--- config.mk ---
export PLATFORM = sky130hd
export DESIGN_NAME = fifo_rd_stream_flat
export DESIGN_NICKNAME = d
export VERILOG_FILES = /design/src/rtl/fifo_rd_stream_pkg.sv /design/src/rtl/fifo_rd_stream_if.sv /design/src/rtl/fifo_rd_stream_skid_buf.sv /design/src/rtl/fifo_rd_stream.sv /design/src/flat_wrapper.sv
export SDC_FILE = /design/constraint.sdc
export NUM_CORES = 1
export LEC_CHECK = 0
export CAP_MARGIN = 5
export CORE_ASPECT_RATIO = 0.75
export CORE_MARGIN = 3
export CORE_UTILIZATION = 54
export CTS_CLUSTER_SIZE = 20
export DETAILED_ROUTE_END_ITERATION = 6
export GPL_ROUTABILITY_DRIVEN = 0
export PLACE_DENSITY = 0.86
export SYNTH_ARGS = -nofsm -noshare
export SYNTH_HDL_FRONTEND = slang
export SYNTH_HIERARCHICAL = 1
export SYNTH_SLANG_ARGS = --single-unit
--- constraint.sdc ---
create_clock -name clk -period 3.7 [get_ports clk]
set_input_delay 0.555 -clock clk [delete_from_list [all_inputs] [get_ports clk]]
set_output_delay 0.555 -clock clk [all_outputs]
set_load 0.05 [all_outputs]
--- src/rtl/fifo_rd_stream_pkg.sv ---
// Shared types for the read-side FIFO drain controller: word width,
// controller state encoding, word type and the debug view of the controller.
package fifo_pkg;

  localparam int DATA_WIDTH  = 24;
  localparam int FRAME_CNT_W = 16;

  typedef enum logic [1:0] {
    IDLE = 2'd0,
    RUN  = 2'd1,
    STOP = 2'd2
  } rd_state_t;

  typedef logic [DATA_WIDTH-1:0] fifo_word_t;

  // Internal controller state, exported so checkers can observe it directly.
  typedef struct packed {
    rd_state_t              state;
    logic [1:0]             occ;
    logic                   inflight;
    logic [FRAME_CNT_W-1:0] frame_cnt;
  } rd_dbg_t;

  // Next value of a frame position counter that wraps after frame_len words.
  function automatic logic [FRAME_CNT_W-1:0] frame_wrap(
    input logic [FRAME_CNT_W-1:0] cnt,
    input int                     frame_len
  );
    return (cnt == FRAME_CNT_W'(frame_len - 1)) ? '0 : cnt + 1'b1;
  endfunction

endpackage

--- src/rtl/fifo_rd_stream_if.sv ---
// Output word stream of the FIFO drain controller.
//
// Handshake: the master raises m_valid with m_data/m_last and holds all three
// stable until the cycle the slave has m_ready high; the word transfers on
// that cycle (m_valid && m_ready). m_valid never depends on m_ready, and
// m_ready may be asserted with or without m_valid.
interface fifo_rd_stream_if #(
  parameter int DATA_WIDTH = fifo_pkg::DATA_WIDTH
) ();

  logic                  m_valid;
  logic                  m_ready;
  logic                  m_last;
  logic [DATA_WIDTH-1:0] m_data;

  modport master (output m_valid, output m_data, output m_last, input m_ready);
  modport slave  (input m_valid, input m_data, input m_last, output m_ready);

endinterface

--- src/rtl/fifo_rd_stream_skid_buf.sv ---
// Two-entry in-order buffer between the FIFO read port and the output stream.
// Entry 0 is the head and drives the stream; entry 1 holds the second word
// while the head is stalled. The writer guarantees space before writing.
module stream_skid_buf
  import fifo_pkg::*;
#(
  parameter int DATA_WIDTH = fifo_pkg::DATA_WIDTH
) (
  input  logic                  clk,
  input  logic                  reset,
  input  logic                  wr_en,
  input  logic [DATA_WIDTH-1:0] wr_data,
  output logic                  m_valid,
  input  logic                  m_ready,
  output logic [DATA_WIDTH-1:0] m_data,
  output logic [1:0]            occ
);

  logic [DATA_WIDTH-1:0] ent0;
  logic [DATA_WIDTH-1:0] ent1;
  logic                  pop;

  assign pop     = m_valid && m_ready;
  assign m_valid = (occ != 2'd0);
  assign m_data  = ent0;

  // Shift or fill the two entries according to occupancy, write and pop.
  always_ff @(posedge clk or posedge reset) begin
    if (reset) begin
      ent0 <= '0;
      ent1 <= '0;
      occ  <= 2'd0;
    end else begin
      case (occ)
        2'd0: begin
          if (wr_en) begin
            ent0 <= wr_data;
            occ  <= 2'd1;
          end
        end
        2'd1: begin
          case ({wr_en, pop})
            2'b10: begin
              ent1 <= wr_data;
              occ  <= 2'd2;
            end
            2'b01: occ <= 2'd0;
            2'b11: ent0 <= wr_data;
            default: ;
          endcase
        end
        2'd2: begin
          // A write into a full buffer cannot happen: the pop credit
          // never lets more than two words be outstanding.
          if (pop) begin
            ent0 <= ent1;
            if (wr_en) ent1 <= wr_data;
            else       occ  <= 2'd1;
          end
        end
        default: occ <= 2'd0;
      endcase
    end
  end

endmodule

--- src/rtl/fifo_rd_stream.sv ---
// Read-side drain controller for the async FIFO. Pops words only when the
// FIFO is non-empty by both its registered and its look-ahead empty flags and
// when buffer credit is available, then presents them as a valid/ready
// stream with frame-end markers and a delivered-word counter.
module fifo_rd_stream
  import fifo_pkg::*;
#(
  parameter int DATA_WIDTH = fifo_pkg::DATA_WIDTH,
  parameter int FRAME_LEN  = 16,
  parameter int CNT_WIDTH  = 16
) (
  input  logic                  clk,
  input  logic                  reset,
  input  logic                  enable,
  input  logic                  fifo_empty,
  input  logic                  fifo_almost_empty,
  input  logic [DATA_WIDTH-1:0] fifo_data,
  output logic                  fifo_rd_en,
  fifo_rd_stream_if.master      m_if,
  output logic                  busy,
  output logic [CNT_WIDTH-1:0]  word_count,
  output rd_dbg_t               dbg
);

  rd_state_t              state;
  logic                   inflight;
  logic [FRAME_CNT_W-1:0] frame_cnt;
  logic [1:0]             occ;
  logic                   hs;
  logic [2:0]             credit_used;
  logic [2:0]             occ_nxt;
  logic                   drained;

  assign hs = m_if.m_valid && m_if.m_ready;

  // Words already committed: buffered plus the one arriving this cycle.
  // Pops depend only on registered state and FIFO flags, never on m_ready.
  assign credit_used = {1'b0, occ} + {2'b00, inflight};
  assign fifo_rd_en  = (state == RUN) && !fifo_empty && !fifo_almost_empty &&
                       (credit_used < 3'd2);

  // Occupancy after this edge; lets the controller leave STOP on the same
  // edge that delivers the last buffered word.
  assign occ_nxt = {1'b0, occ} + {2'b00, inflight} - {2'b00, hs};
  assign drained = (occ_nxt == 3'd0) && !fifo_rd_en;

  // Frame marker is attached at the output, so it follows handshakes only.
  assign m_if.m_last = m_if.m_valid && (frame_cnt == FRAME_CNT_W'(FRAME_LEN - 1));

  assign dbg.state     = state;
  assign dbg.occ       = occ;
  assign dbg.inflight  = inflight;
  assign dbg.frame_cnt = frame_cnt;

  // FIFO data arrives the cycle after the pop and is written unconditionally.
  stream_skid_buf #(
    .DATA_WIDTH (DATA_WIDTH)
  ) u_skid (
    .clk     (clk),
    .reset   (reset),
    .wr_en   (inflight),
    .wr_data (fifo_data),
    .m_valid (m_if.m_valid),
    .m_ready (m_if.m_ready),
    .m_data  (m_if.m_data),
    .occ     (occ)
  );

  // Controller FSM with in-flight tracking, frame position, delivered count
  // and a registered busy flag.
  always_ff @(posedge clk or posedge reset) begin
    if (reset) begin
      state      <= IDLE;
      inflight   <= 1'b0;
      frame_cnt  <= '0;
      word_count <= '0;
      busy       <= 1'b0;
    end else begin
      inflight <= fifo_rd_en;
      if (hs) begin
        frame_cnt  <= frame_wrap(frame_cnt, FRAME_LEN);
        word_count <= word_count + 1'b1;
      end
      case (state)
        IDLE: begin
          if (enable) begin
            state <= RUN;
            busy  <= 1'b1;
          end else begin
            busy  <= (occ_nxt != 3'd0);
          end
        end
        RUN: begin
          // A pop issued on the cycle enable falls still completes in STOP.
          if (!enable) state <= STOP;
          busy <= 1'b1;
        end
        STOP: begin
          if (enable) begin
            state <= RUN;
            busy  <= 1'b1;
          end else if (drained) begin
            state <= IDLE;
            busy  <= 1'b0;
          end else begin
            busy  <= 1'b1;
          end
        end
        default: begin
          state <= IDLE;
          busy  <= 1'b0;
        end
      endcase
    end
  end

endmodule

--- src/flat_wrapper.sv ---
// flat-port wrapper written by rule: the top's interface ports become plain ports
module fifo_rd_stream_flat import fifo_pkg::*;
#(
  parameter int DATA_WIDTH = fifo_pkg::DATA_WIDTH,
  parameter int FRAME_LEN  = 16,
  parameter int CNT_WIDTH  = 16
)
  (clk, reset, enable, fifo_empty, fifo_almost_empty, fifo_data, fifo_rd_en, busy, word_count, dbg, m_if_m_valid, m_if_m_data, m_if_m_last, m_if_m_ready);
  fifo_rd_stream_if #(.DATA_WIDTH(DATA_WIDTH)) m_if_i ();
  input  logic clk;
  input  logic reset;
  input  logic enable;
  input  logic fifo_empty;
  input  logic fifo_almost_empty;
  input  logic [DATA_WIDTH-1:0] fifo_data;
  output logic fifo_rd_en;
  output logic busy;
  output logic [CNT_WIDTH-1:0] word_count;
  output rd_dbg_t dbg;
  output wire logic [$bits(m_if_i.m_valid)-1:0] m_if_m_valid;
  output wire logic [$bits(m_if_i.m_data)-1:0] m_if_m_data;
  output wire logic [$bits(m_if_i.m_last)-1:0] m_if_m_last;
  input wire logic [$bits(m_if_i.m_ready)-1:0] m_if_m_ready;
  assign m_if_m_valid = m_if_i.m_valid;
  assign m_if_m_data = m_if_i.m_data;
  assign m_if_m_last = m_if_i.m_last;
  assign m_if_i.m_ready = m_if_m_ready;
  fifo_rd_stream #(.DATA_WIDTH(DATA_WIDTH), .FRAME_LEN(FRAME_LEN), .CNT_WIDTH(CNT_WIDTH)) u_core (.clk(clk), .reset(reset), .enable(enable), .fifo_empty(fifo_empty), .fifo_almost_empty(fifo_almost_empty), .fifo_data(fifo_data), .fifo_rd_en(fifo_rd_en), .m_if(m_if_i), .busy(busy), .word_count(word_count), .dbg(dbg));
endmodule
==> impl.org, run 1 <==
** Outcome
- Run status :: finished clean

** Logic synthesis
- The number of nets in the synthesized netlist is 395.
- Ranked by instance count, the synthesized netlist is headed by sky130_fd_sc_hd__dfrtp_1 (86), sky130_fd_sc_hd__nor2_1 (40), sky130_fd_sc_hd__o32ai_1 (25), sky130_fd_sc_hd__mux2_2 (24).
- Portion of the post-synthesis area used by sequential elements :: 53.0%
- Area leader, netlist :: sky130_fd_sc_hd__dfrtp_1
- Number of flops mapped to enable cells by yosys :: 0
- Counting every instance in the synthesized netlist gives between 300 and 400.
- The mapped netlist covers just over 4000 µm².
- Average cell area after synthesis :: 11.3 µm²
- Fraction of registers with async set or reset after synthesis :: between 90% and 100%
- For this run, the leading register cell type out of synthesis is sky130_fd_sc_hd__dfrtp_1.
- Summed over its instances, the top area cell type makes up a little over half of the synthesized netlist area.
- Netlist cell types :: 46
- Counting flops and latches in the post-synthesis netlist gives 86.
- By area the synthesized netlist is led by sky130_fd_sc_hd__dfrtp_1 (53%), sky130_fd_sc_hd__mux2_2 (6.7%), sky130_fd_sc_hd__o32ai_1 (5.4%), sky130_fd_sc_hd__xnor2_1 (3.9%), sky130_fd_sc_hd__nor2_1 (3.7%).
- Count leader, synth :: sky130_fd_sc_hd__dfrtp_1
- Number of warning messages in the yosys log :: 6

** Critical path
- The startpoint identified for the worst register-to-register timing path is u_core/u_skid/occ[1].
- WS Path Type :: reg -> out
- Worst setup path start :: u_core/frame_cnt[10]
- The worst setup path is captured at a primary output.
- Data arrival time of the worst path :: roughly 2.6 ns
- In this run the register-to-register setup slack is roughly 1.3 ns.
- R2r worst-path depth :: 8
- For the worst setup path, the data required time is about 3.1 ns.
- Slowest CP cell :: sky130_fd_sc_hd__clkdlybuf4s50_1
- Startpoint kind of the worst setup timing path :: register
- End point of the critical path :: m_if_m_last
- The worst register-to-register path ends at u_core/busy.
- In this design, the stage delay of the slowest critical-path cell is around 0.80 ns.
- Walking the worst path, the cells encountered are or4_4 -> nor4_1 -> and2_1 -> clkdlybuf4s50_1.
- CP Max Fanout :: 6

** Floorplanning
- In this run the core area contains 26 standard-cell rows.
- Die Y :: 81.1 µm
- Total I/O pin count :: 95
- Die width :: approximately 110 µm
- Initial standard-cell utilization of the core :: a little under three fifths
- In this run the standard cell core region covers a little over 7000 µm².
- Die area :: about 8600 µm²

** STA
- Largest clock skew in the final design :: around 0.0056 ns
- The routed design could run at a clock period as short as 3.12 ns.
- Derived from the worst setup path, the maximum achievable clock frequency is approximately 320 MHz.
- The number of hold violations in the final report is 0.
- The worst path meets setup with a little under 0.6 ns of slack.
- Relative slew slack :: roughly a third
- Count of endpoints failing setup in the final report :: 0
- The worst path uses between 80 and 90% of the clock period.
- Setup repair after global routing left no endpoint under its margin.
- Adding up every negative setup slack in the final design gives 0 ns.
- The max-slew violation count was 0.
- For the pin with the worst max-slew slack, the measured transition is 1.01 ns.

** Detailed routing
- In the routed design, unresolved DRC markers number 0.
- The first routing iteration left between 150 and 200 violations.
- For this run, the detailed router's first-pass iteration total came to 4.
- Wire length per cell :: between 15 and 20 µm
- Drt via density :: ~5.5
- Number of nets still failing antenna checks after routing :: 0
- The final layout contains routed wiring with a total length of a little over 9000 µm.
- For this block, the via count after detailed routing is about 3000.

** Clocking
- Hold Buf Count CTS :: 0
- TritonCTS built the clock tree.
- In this run the deepest clock path goes through 2 buffers.
- Post-CTS repair timing setup buffer count :: 0
- Root buffer cell :: sky130_fd_sc_hd__clkbuf_8
- The H-tree was split into 3 levels.
- CTS clk-pin slew, worst paths :: 0.08 ns
- Post-cts sizing count :: 0
- For the worst-skew pair, the clock arrives at the later sink with an insertion delay of approximately 0.34 ns.
- Clk sinks :: 86
- The number of clock buffers added by TritonCTS is 9.

** Place
- Placement-stage worst setup slack :: roughly 0.95 ns
- Count of buffers from port buffering :: 94
- Post-detail-place hpwl :: between 6000 and 7000 µm
- Placement-stage cell area :: about 5000 µm²
- Placed Cells incl. Taps :: about 540

** Final layout
- Fraction of final layout cells with drive strength greater than 1 :: between 10% and 20%
- The finished cells cover about 5200 µm².
- Leaving out filler cells and counting taps, the final layout contains 550.
- Post-layout net count :: between 400 and 500
- Antenna cells :: 0
- Area Overhead vs Synth :: 28.8%

** Global route
- Entering global routing, the biggest net connects between 50 and 60 pins.
- Total gr overflow :: 0
- Global-route wire length before repair :: about 15000 µm
- Total routing usage reported by global routing :: a little under a quarter
- The number of antenna violations at the first check in global routing came to 0.
- The via count of the first global-routing pass was between 3000 and 4000.

** Power
- In this run the static leakage power is 2.19 nW.
- VDD sags by at most 361 µV.
- Power density relative to cell area :: between 700 and 800 nW/µm²

** Job
- Number of maximum-capacitance violations :: 0

** Hold path
- The min-delay analysis places its worst path in the category reg -> reg.
## worst max-delay path: cells and delay by family (launching register included)
family | cells | cell delay [ns]
buffers and inverters | 1 | 0.80
and+or+nand+nor | 3 | 0.99
DFF | 1 | 0.44
## report_power, final
part | leakage [nW] | switching (W) | internal [W]
Sequential | 1.05 | 0.000205 | 0.00126
Combinational | 1.04 | 0.00111 | 0.000702
Clock | 0.0994 | 0.000308 | 0.000376
Total | 2.19 | 0.00162 | 0.00233
## cells by family after synthesis
logic type | after synthesis | share of synthesized area (%)
simple gates | 119 | 16.1
flops | 86 | 53.0
compound gates | 61 | 11.4
buf+inv | 32 | 4.31
xor+xnor | 28 | 6.04
mux | 25 | 6.90
fa+ha+maj | 7 | 2.16
## layout make-up
type / instances / area [µm²]
clock buffer: 11 / 131
fill: 509 / 1830
timing repair buffer: 98 / 971
inverter: 13 / 48.8
clock inverter: 4 / 72.6
tap: 98 / 123
multi-input combinational: 240 / 1730
sequential: 86 / 2150
## flip-flops by register name (all words and copies together), names as in the netlist
signal	flops
u_core/frame_cnt	16
u_core/inflight	1
u_core/u_skid/ent1	24
u_core/busy	1
u_core/word_count	16
u_core/state	2
u_core/u_skid/m_data	24
u_core/u_skid/occ	2
## how the worst min path moves through the flow
stage	to	from	cells past startpoint
after floorplan	u_core/u_skid/ent1[20]	u_core/u_skid/ent1[20]	1
after global placement	u_core/word_count[15]	u_core/word_count[15]	1
after detailed placement	u_core/word_count[15]	u_core/word_count[15]	1
after CTS	u_core/word_count[15]	u_core/word_count[15]	1
after global routing	u_core/u_skid/ent1[21]	u_core/u_skid/ent1[21]	1
final	u_core/word_count[15]	u_core/word_count[15]	1
## per-stage QoR
step / util [%] / total power [W] / hold slack (ns)
after floorplan: - / 0.00271 / 0.472
after global placement: 71.2 / 0.00324 / 0.459
after detailed placement: 71.2 / 0.00329 / 0.459
after CTS: 74.1 / 0.00398 / 0.472
after global routing: 74.1 / 0.00416 / 0.508
final: 74.1 / 0.00395 / 0.467
## layout by cell type (no fill, tap or decap), types with 2 or more instances in the layout
master	n
sky130_fd_sc_hd__clkdlybuf4s50_1	94
sky130_fd_sc_hd__dfrtp_1	86
sky130_fd_sc_hd__nor2_1	40
sky130_fd_sc_hd__o32ai_1	25
sky130_fd_sc_hd__mux2_2	24
sky130_fd_sc_hd__nand2_1	19
sky130_fd_sc_hd__a21oi_1	19
sky130_fd_sc_hd__xnor2_1	18
sky130_fd_sc_hd__inv_1	12
sky130_fd_sc_hd__xor2_1	10
sky130_fd_sc_hd__or2_2	10
sky130_fd_sc_hd__clkbuf_8	9
sky130_fd_sc_hd__nand3_1	8
sky130_fd_sc_hd__nor3_1	8
sky130_fd_sc_hd__ha_1	7
sky130_fd_sc_hd__nand4_1	6
sky130_fd_sc_hd__buf_4	4
sky130_fd_sc_hd__nand3b_1	4
sky130_fd_sc_hd__a211oi_2	4
sky130_fd_sc_hd__a211oi_1	4
sky130_fd_sc_hd__and4_1	3
sky130_fd_sc_hd__clkbuf_1	2
sky130_fd_sc_hd__bufinv_16	2
sky130_fd_sc_hd__and3_1	2
sky130_fd_sc_hd__nand2b_1	2
sky130_fd_sc_hd__or3_1	2
sky130_fd_sc_hd__and2_1	2
sky130_fd_sc_hd__nor4_2	2
sky130_fd_sc_hd__or4_4	2
sky130_fd_sc_hd__a21o_1	2
sky130_fd_sc_hd__o21ai_1	2
## layer usage
| layer | track usage (%) | part of all wire [%] | routed length, µm | vias to the layer above |
|---|---|---|---|---|
| met5 | 0 | 0 | 0 | - |
| met4 | 7.63 | 1.3 | 118 | 0 |
| met3 | 5.48 | 4.0 | 368 | 10 |
| met2 | 36.8 | 49 | 4480 | 82 |
| met1 | 30.2 | 46 | 4240 | 1494 |
| li1 | - | - | - | 1453 |
No activity file was read; power rests on OpenSTA's default activity.
==> run 2, diff against run 1 <==
- CORE_UTILIZATION: 54 -> 50
- PLACE_DENSITY: 0.86 -> 0.8
- clock period: 3.7 -> 3.2 ns (I/O delays scaled with it)
==> run 2 against run 1 <==
Critical endpoint is now fifo_rd_en. Hold slack better by 0.0049 ns. Register-to-register slack worse by 0.60 ns. Total power up 14%. Utilization down 5.1 points. Count of clock-buffer cells in the layout down 1.
==> impl.org, run 2 (synthesis results as in run 1) <==
** Detailed routing
- The residual antenna-violating net count after detailed routing was 0 (unchanged).
- Wire length per cell :: 16.7 µm (-0.22%)
- Drt via density :: 5.46 (-1.3%)
- Sum of routed wire length over all layers :: 9300 µm (+1.1%)
- The final routed DRC violation total came to 0 (unchanged).
- DR iter-0 viols :: 150 (-7.4%)
- First-pass iteration count of the detailed router :: 4 (unchanged)
- Overall via count from detail_route :: 3039 (unchanged)

** Critical path
- Tracing the worst setup path back leads to its startpoint at u_core/inflight.
- Following the worst setup path forward leads to its endpoint at fifo_rd_en.
- The maximum cell stage delay along the critical path is 0.86 ns (+0.06 ns).
- Slowest CP cell :: sky130_fd_sc_hd__clkdlybuf4s50_1
- The maximum fanout encountered on the critical timing path is 10 (+4).
- Reg-to-Reg End :: u_core/busy
- In this design, the largest share of critical-path delay is due to buffers and inverters.
- The startpoint identified for the worst register-to-register timing path is u_core/u_skid/occ[1].
- The cell that appears most often on the critical path is sky130_fd_sc_hd__ha_1.
- R2r worst-path depth :: 8 (unchanged)
- Crit-path cells :: ha_1 -> inv_1 -> ha_1 -> nor4b_2 -> clkdlybuf4s50_1
- The worst setup path is launched from a register.
- The worst setup path is of the reg -> out kind.
- Data arrival time of the worst path :: 2.42 ns (-0.15 ns)
- The worst setup path is captured at a primary output.
- Number of buffer and inverter instances along the worst setup path :: 2 (+1)
- The number of stages on the worst setup path was 5 (+1).
- R2r setup slk :: 0.72 ns (-0.60 ns)
- Required arrival time at the worst endpoint :: 2.72 ns (-0.42 ns)

** Floorplanning
- Die width :: 110 µm (+3.7%)
- The die area was 9250 µm² (+7.5%).
- The placeable core region was 7600 µm² (+7.7%).
- The row count is 27 (+3.8%).
- The effective utilization at floorplan was 53.4% (-4.1 points).
- Total I/O pin count :: 95 (unchanged)
- The die span in y is 84.0 µm (+3.6%).

** Clocking
- The number of H-tree branching levels is 3 (unchanged).
- Root buffer cell :: sky130_fd_sc_hd__clkbuf_8
- TritonCTS built the clock tree.
- The clock insertion delay at the later pin of the skew report was 0.36 ns (+0.02 ns).
- The number of sinks on the clock net was 86 (unchanged).
- CTS clk-pin slew, worst paths :: 0.09 ns (about the same)
- Maximum count of clock buffers along a single path :: 2 (unchanged)
- The TritonCTS buffer count is 9 (unchanged).
- Hold Buf Count CTS :: 0 (unchanged)

** Power
- Power density relative to cell area :: 856 nW/µm² (+13%)
- Worst ir drop on vdd :: 510 µV (+41%)
- Leakage power :: 2.22 nW (+1.0%)

** Place
- Placement-stage worst setup slack :: 0.501 ns (-0.447 ns)
- Post-detail-place hpwl :: 6640 µm (+2.3%)
- Count of buffers from port buffering :: 94 (unchanged)
- Placed Cells incl. Taps :: 541 (+1.1%)

** STA
- Least setup slack across all paths after layout :: 0.297 ns (-0.282 ns)
- Largest clock skew in the final design :: 0.00866 ns (+0.00304 ns)
- Upper clock frequency limit :: between 300 and 400 MHz
- Setup repair after global routing left no endpoint under its margin.
- Transition time at the pin with the least slew margin :: 1.09 ns (+0.0767 ns)
- Max-slew violation count :: 0 (unchanged)
- The final count of negative-setup-slack endpoints is 0 (unchanged).
- In the finished design, the share of the clock period the worst path needs comes to approximately nine tenths.
- The total negative slack came to 0 ns (unchanged).
- For the finished layout, the period the worst path requires is 2.90 ns.
- Relative slew slack :: 27.3% (-5.2 points)
- Final Hold Slack :: 0.472 ns (+0.00490 ns)
- Endpoints failing hold :: 0 (unchanged)

** Final layout
- The number of nets in the layout came to 488 (+0.62%).
- The fraction of the core area covered by cells at the end of the flow came to 69.0% (-5.1 points).
- The count of antenna diodes in the layout came to 0 (unchanged).
- Most common cell after layout, fill and taps aside :: sky130_fd_sc_hd__clkdlybuf4s50_1
- Most frequent cells in the layout :: sky130_fd_sc_hd__clkdlybuf4s50_1 (93), sky130_fd_sc_hd__dfrtp_1 (86), sky130_fd_sc_hd__nor2_1 (40)
- Fraction of final layout cells with drive strength greater than 1 :: 15.8% (+1.4 points)
- The final cell count without fillers is 557 (+1.3%).
- The area growth from synthesis to layout is 29.2%.

** Hold path
- The min-delay analysis places its worst path in the category reg -> reg.

** Outcome
- Run status :: finished clean

** Global route
- The number of antenna violations at the first check in global routing came to 0 (unchanged).
- Total gr overflow :: 0 (unchanged)
- The global-route usage over all layers was 21.4% (-1.2 points).
- The wire length of the first global-routing pass is 15600 µm (+0.94%).
- The maximum number of pins on one net before global-route repair came to 37 (-27%).
- Vias in the first global route :: 3093 (-1.9%)

** Job
- Number of maximum-capacitance violations :: 0 (unchanged)
## run 2: cell type report
| cell class | count | area (µm²) |
|---|---|---|
| well taps | 101 | 126 |
| repair buffers | 101 | 996 |
| multi-input cells | 240 | 1740 |
| inverters | 13 | 48.8 |
| flip-flops and latches | 86 | 2150 |
| fillers | 589 | 2360 |
| clock inverters | 6 | 45.0 |
| clock buffers | 10 | 138 |
## run 2: worst min-delay path by stage
stage,from,to,slack (ns),cells past startpoint
floorplan,u_core/u_skid/ent1[20],u_core/u_skid/ent1[20],0.47,1
global placement,u_core/word_count[15],u_core/word_count[15],0.46,1
detailed placement,u_core/word_count[15],u_core/word_count[15],0.46,1
CTS,u_core/word_count[15],u_core/word_count[15],0.47,1
global route,u_core/word_count[15],u_core/word_count[15],0.50,1
finish,u_core/word_count[15],u_core/word_count[15],0.47,1
## run 2: timing repair
item	CTS	global route
setup endpoints to repair	0	1
resized for setup	0	1
setup buffers	0	0
## run 2: stage by stage
| step | total power (W) | cell area [µm²] |
|---|---|---|
| 6_report | 0.00449 | 5250 |
| 4_1_cts | 0.00453 | 5240 |
| 5_1_grt | 0.00473 | 5250 |
| 3_5_place_dp | 0.00382 | 5060 |
| 2_1_floorplan | 0.00314 | 4070 |
| 3_3_place_gp | 0.00375 | 5060 |
## run 2: layer usage
metal  track usage, %  part of all wire [%]
met1             29.7                    46
met2             32.7                    48
met3             5.26                   4.6
met4             7.36                   1.6
met5                0                     0
## run 2: worst register-to-register path, delay by kind of cell (launching register included)
kind / cells / cell delay, ns
compound gates: 1 / 0.06
xor+xnor: 1 / 0.16
fa+ha+maj: 1 / 0.29
buf+inv: 1 / 0.27
flops: 1 / 0.57
simple gates: 4 / 1.03
## run 2: power breakdown
group	leakage, nW	total (W)	internal [W]	switching, W
Clock	0.0853	0.000706	0.000307	0.000399
Combinational	1.08	0.00210	0.000814	0.00128
Sequential	1.05	0.00169	0.00145	0.000235
==> RTL change, RTL diff (settings of run 2) <==
`FRAME_LEN` is set to 16 in 2 places; all go to 15.
--- a/src/rtl/fifo_rd_stream.sv
+++ b/src/rtl/fifo_rd_stream.sv
@@ -6,7 +6,7 @@
   import fifo_pkg::*;
 #(
   parameter int DATA_WIDTH = fifo_pkg::DATA_WIDTH,
-  parameter int FRAME_LEN  = 16,
+  parameter int FRAME_LEN  = 15,
   parameter int CNT_WIDTH  = 16
 ) (
   input  logic                  clk,
--- a/src/flat_wrapper.sv
+++ b/src/flat_wrapper.sv
@@ -2,7 +2,7 @@
 module fifo_rd_stream_flat import fifo_pkg::*;
 #(
   parameter int DATA_WIDTH = fifo_pkg::DATA_WIDTH,
-  parameter int FRAME_LEN  = 16,
+  parameter int FRAME_LEN  = 15,
   parameter int CNT_WIDTH  = 16
 )
   (clk, reset, enable, fifo_empty, fifo_almost_empty, fifo_data, fifo_rd_en, busy, word_count, dbg, m_if_m_valid, m_if_m_data, m_if_m_last, m_if_m_ready);
Check against the original RTL: no difference found for any inputs over 10 cycles, from zero or initial values and one cycle with reset high; that may be too few to reach the edited logic, so the function may still have changed.
==> RTL change against run 2 <==
- utilization fell by 0.22 points
- synthesized cell count rose by 0.84%
- worst setup slack got worse by 0.082 ns
- worst hold slack got worse by 0.045 ns
- area after synthesis rose by 0.99%
- cell count rose by 0.36%
- critical path depth rose by 1
- fmax fell by 2.8%
- largest power group unchanged
- power barely moved
- global-route usage fell by 0.78 points
- largest cell class unchanged
- wire length rose by 1.7%
- design area rose by 0.12%
- sequential cell count did not move
==> RTL change: results (changes against run 2) <==
run_status:
  status: "finished, final reports clean"  # unchanged
sta:
  finalSetupTns_ns: 0  # unchanged
  worst_slew_pin_slew_ns: 1.18  # was 1.09 ns
  finClkSkew_ns: 0.00693  # was 0.00866 ns
worst_setup_path:
  r2r-end: "u_core/frame_cnt[7]"  # was u_core/busy
  r2r_setup_slack_ns: 0.87  # was 0.72 ns
  critPathMaxStageDelay_ns: 0.79  # was 0.86 ns
  rr_worst_depth: 7  # was 8
  crit_path_start: "u_core/frame_cnt[0]"  # was u_core/inflight
  regToRegStartpoint: "u_core/u_skid/occ[0]"  # was u_core/u_skid/occ[1]
  arrival_ns: 2.51  # was 2.42 ns
  crit_fanout: 7  # was 10
synth:
  synth_xor_area_share_pct: 5.34  # was 6.04%
  synth_area_leaders: "dfrtp_1 (52%), mux2_2 (6.6%), o32ai_1 (5.3%)"  # was dfrtp_1 (53%), mux2_2 (6.7%), o32ai_1 (5.4%)
  synth_mux_area_share_pct: 7.11  # was 6.90%
  synth_compound_area_share_pct: 11.7  # was 11.4%
  synth.avg_cell_area_um2: 11.4  # was 11.3 um2
  synth_common_cells: "dfrtp_1 (86), nor2_1 (41), o32ai_1 (25), mux2_2 (24), a21oi_1 (18)"  # was dfrtp_1 (86), nor2_1 (40), o32ai_1 (25), mux2_2 (24)
  ys_seq_area_share_pct: 52.5  # was 53.0%
  synth-adder-area-share_pct: 2.44  # was 2.16%
  async_reset_ff_share_pct: 100  # unchanged
  syn_nets: 399  # was 395
  synth_cell_type_count: 52  # was 46
grt:
  grt_use_total_pct: 20.6  # was 21.4%
  grt_max_degree: 37  # unchanged
  grtUsageMet2_pct: 32.3  # was 32.7%
  grt_use_met3_pct: 4.11  # was 5.26%
  grt_pass1_vias: 3146  # was 3093
  grt_pass1_wl_um: 15800  # was 15600 um
  grt_util_met1_pct: 29.4  # was 29.7%
placement:
  place_area_um2: 5100  # was 5060 um2
  placedCellCount: 544  # was 541
  hpwl_um: 6670  # was 6640 um
finish:
  fin_cells: 559  # was 557
  final_layout_size_suffix_gt1_share_pct: 15.9  # was 15.8%
  final_net_count: 492  # was 488
  fillers: 579  # was 589
route:
  drt_iter0_drc: 165  # was 150
  wl_um: 9460  # was 9300 um
  routed_via_density: 5.62  # was 5.46
clock_tree:
  path_clk_slew_ns: 0.08
  post_cts_buffers: 0  # unchanged
hold_path:
  hp-class: "input pin to async pin"  # was flip-flop to flip-flop
power:
  ir_drop_mv: 0.549  # was 0.510 mV
  power_leakage_nw: 2.29  # was 2.22 nW
## RTL change: how the worst max path moves through the flow
stage             endpoint
6_report       m_if_m_last
5_1_grt        m_if_m_last
4_1_cts        m_if_m_last
3_5_place_dp   m_if_m_last
3_3_place_gp    fifo_rd_en
2_1_floorplan   fifo_rd_en
## RTL change: final cells by class
cell class                 count  area, um2  share of cell area, %
sequential                    86       2150                   41.0
inverter                      12       45.0                  0.858
multi-input combinational    243       1770                   33.7
clock inverter                 5       27.5                  0.524
timing repair buffer         102       1000                   19.1
tap                          101        126                   2.41
clock buffer                  10        128                   2.43
## RTL change: power by group
part           switching (mW)  internal [mW]  leakage, nW
Combinational            1.31          0.830         1.15
Clock                   0.370          0.273       0.0817
Sequential              0.252           1.46         1.06
## RTL change: per-stage QoR
step | setup WS [ns] | hold WS (ns)
after floorplan | 0.690 | 0.472
after global placement | 0.673 | 0.458
after detailed placement | 0.610 | 0.475
after CTS | 0.215 | 0.418
after global routing | 0.0938 | 0.455
final | 0.215 | 0.427
## RTL change: cells by family (layout without fill, tap and decap cells)
group                    count (synthesis)  count (layout)
buffers and inverters                   32             129
multiplexers                            26              26
AO/OA/AOI/OAI                           63              63
adder cells (fa/ha/maj)                  8               8
AND/OR/NAND/NOR                        121             121
XOR/XNOR                                25              25
flip-flops                              86              86
## RTL change: metal layers
metal,up-vias,routed length [um]
li1,1482,-
met1,1554,4470
met2,94,4460
met3,12,391
met4,0,134
met5,-,0
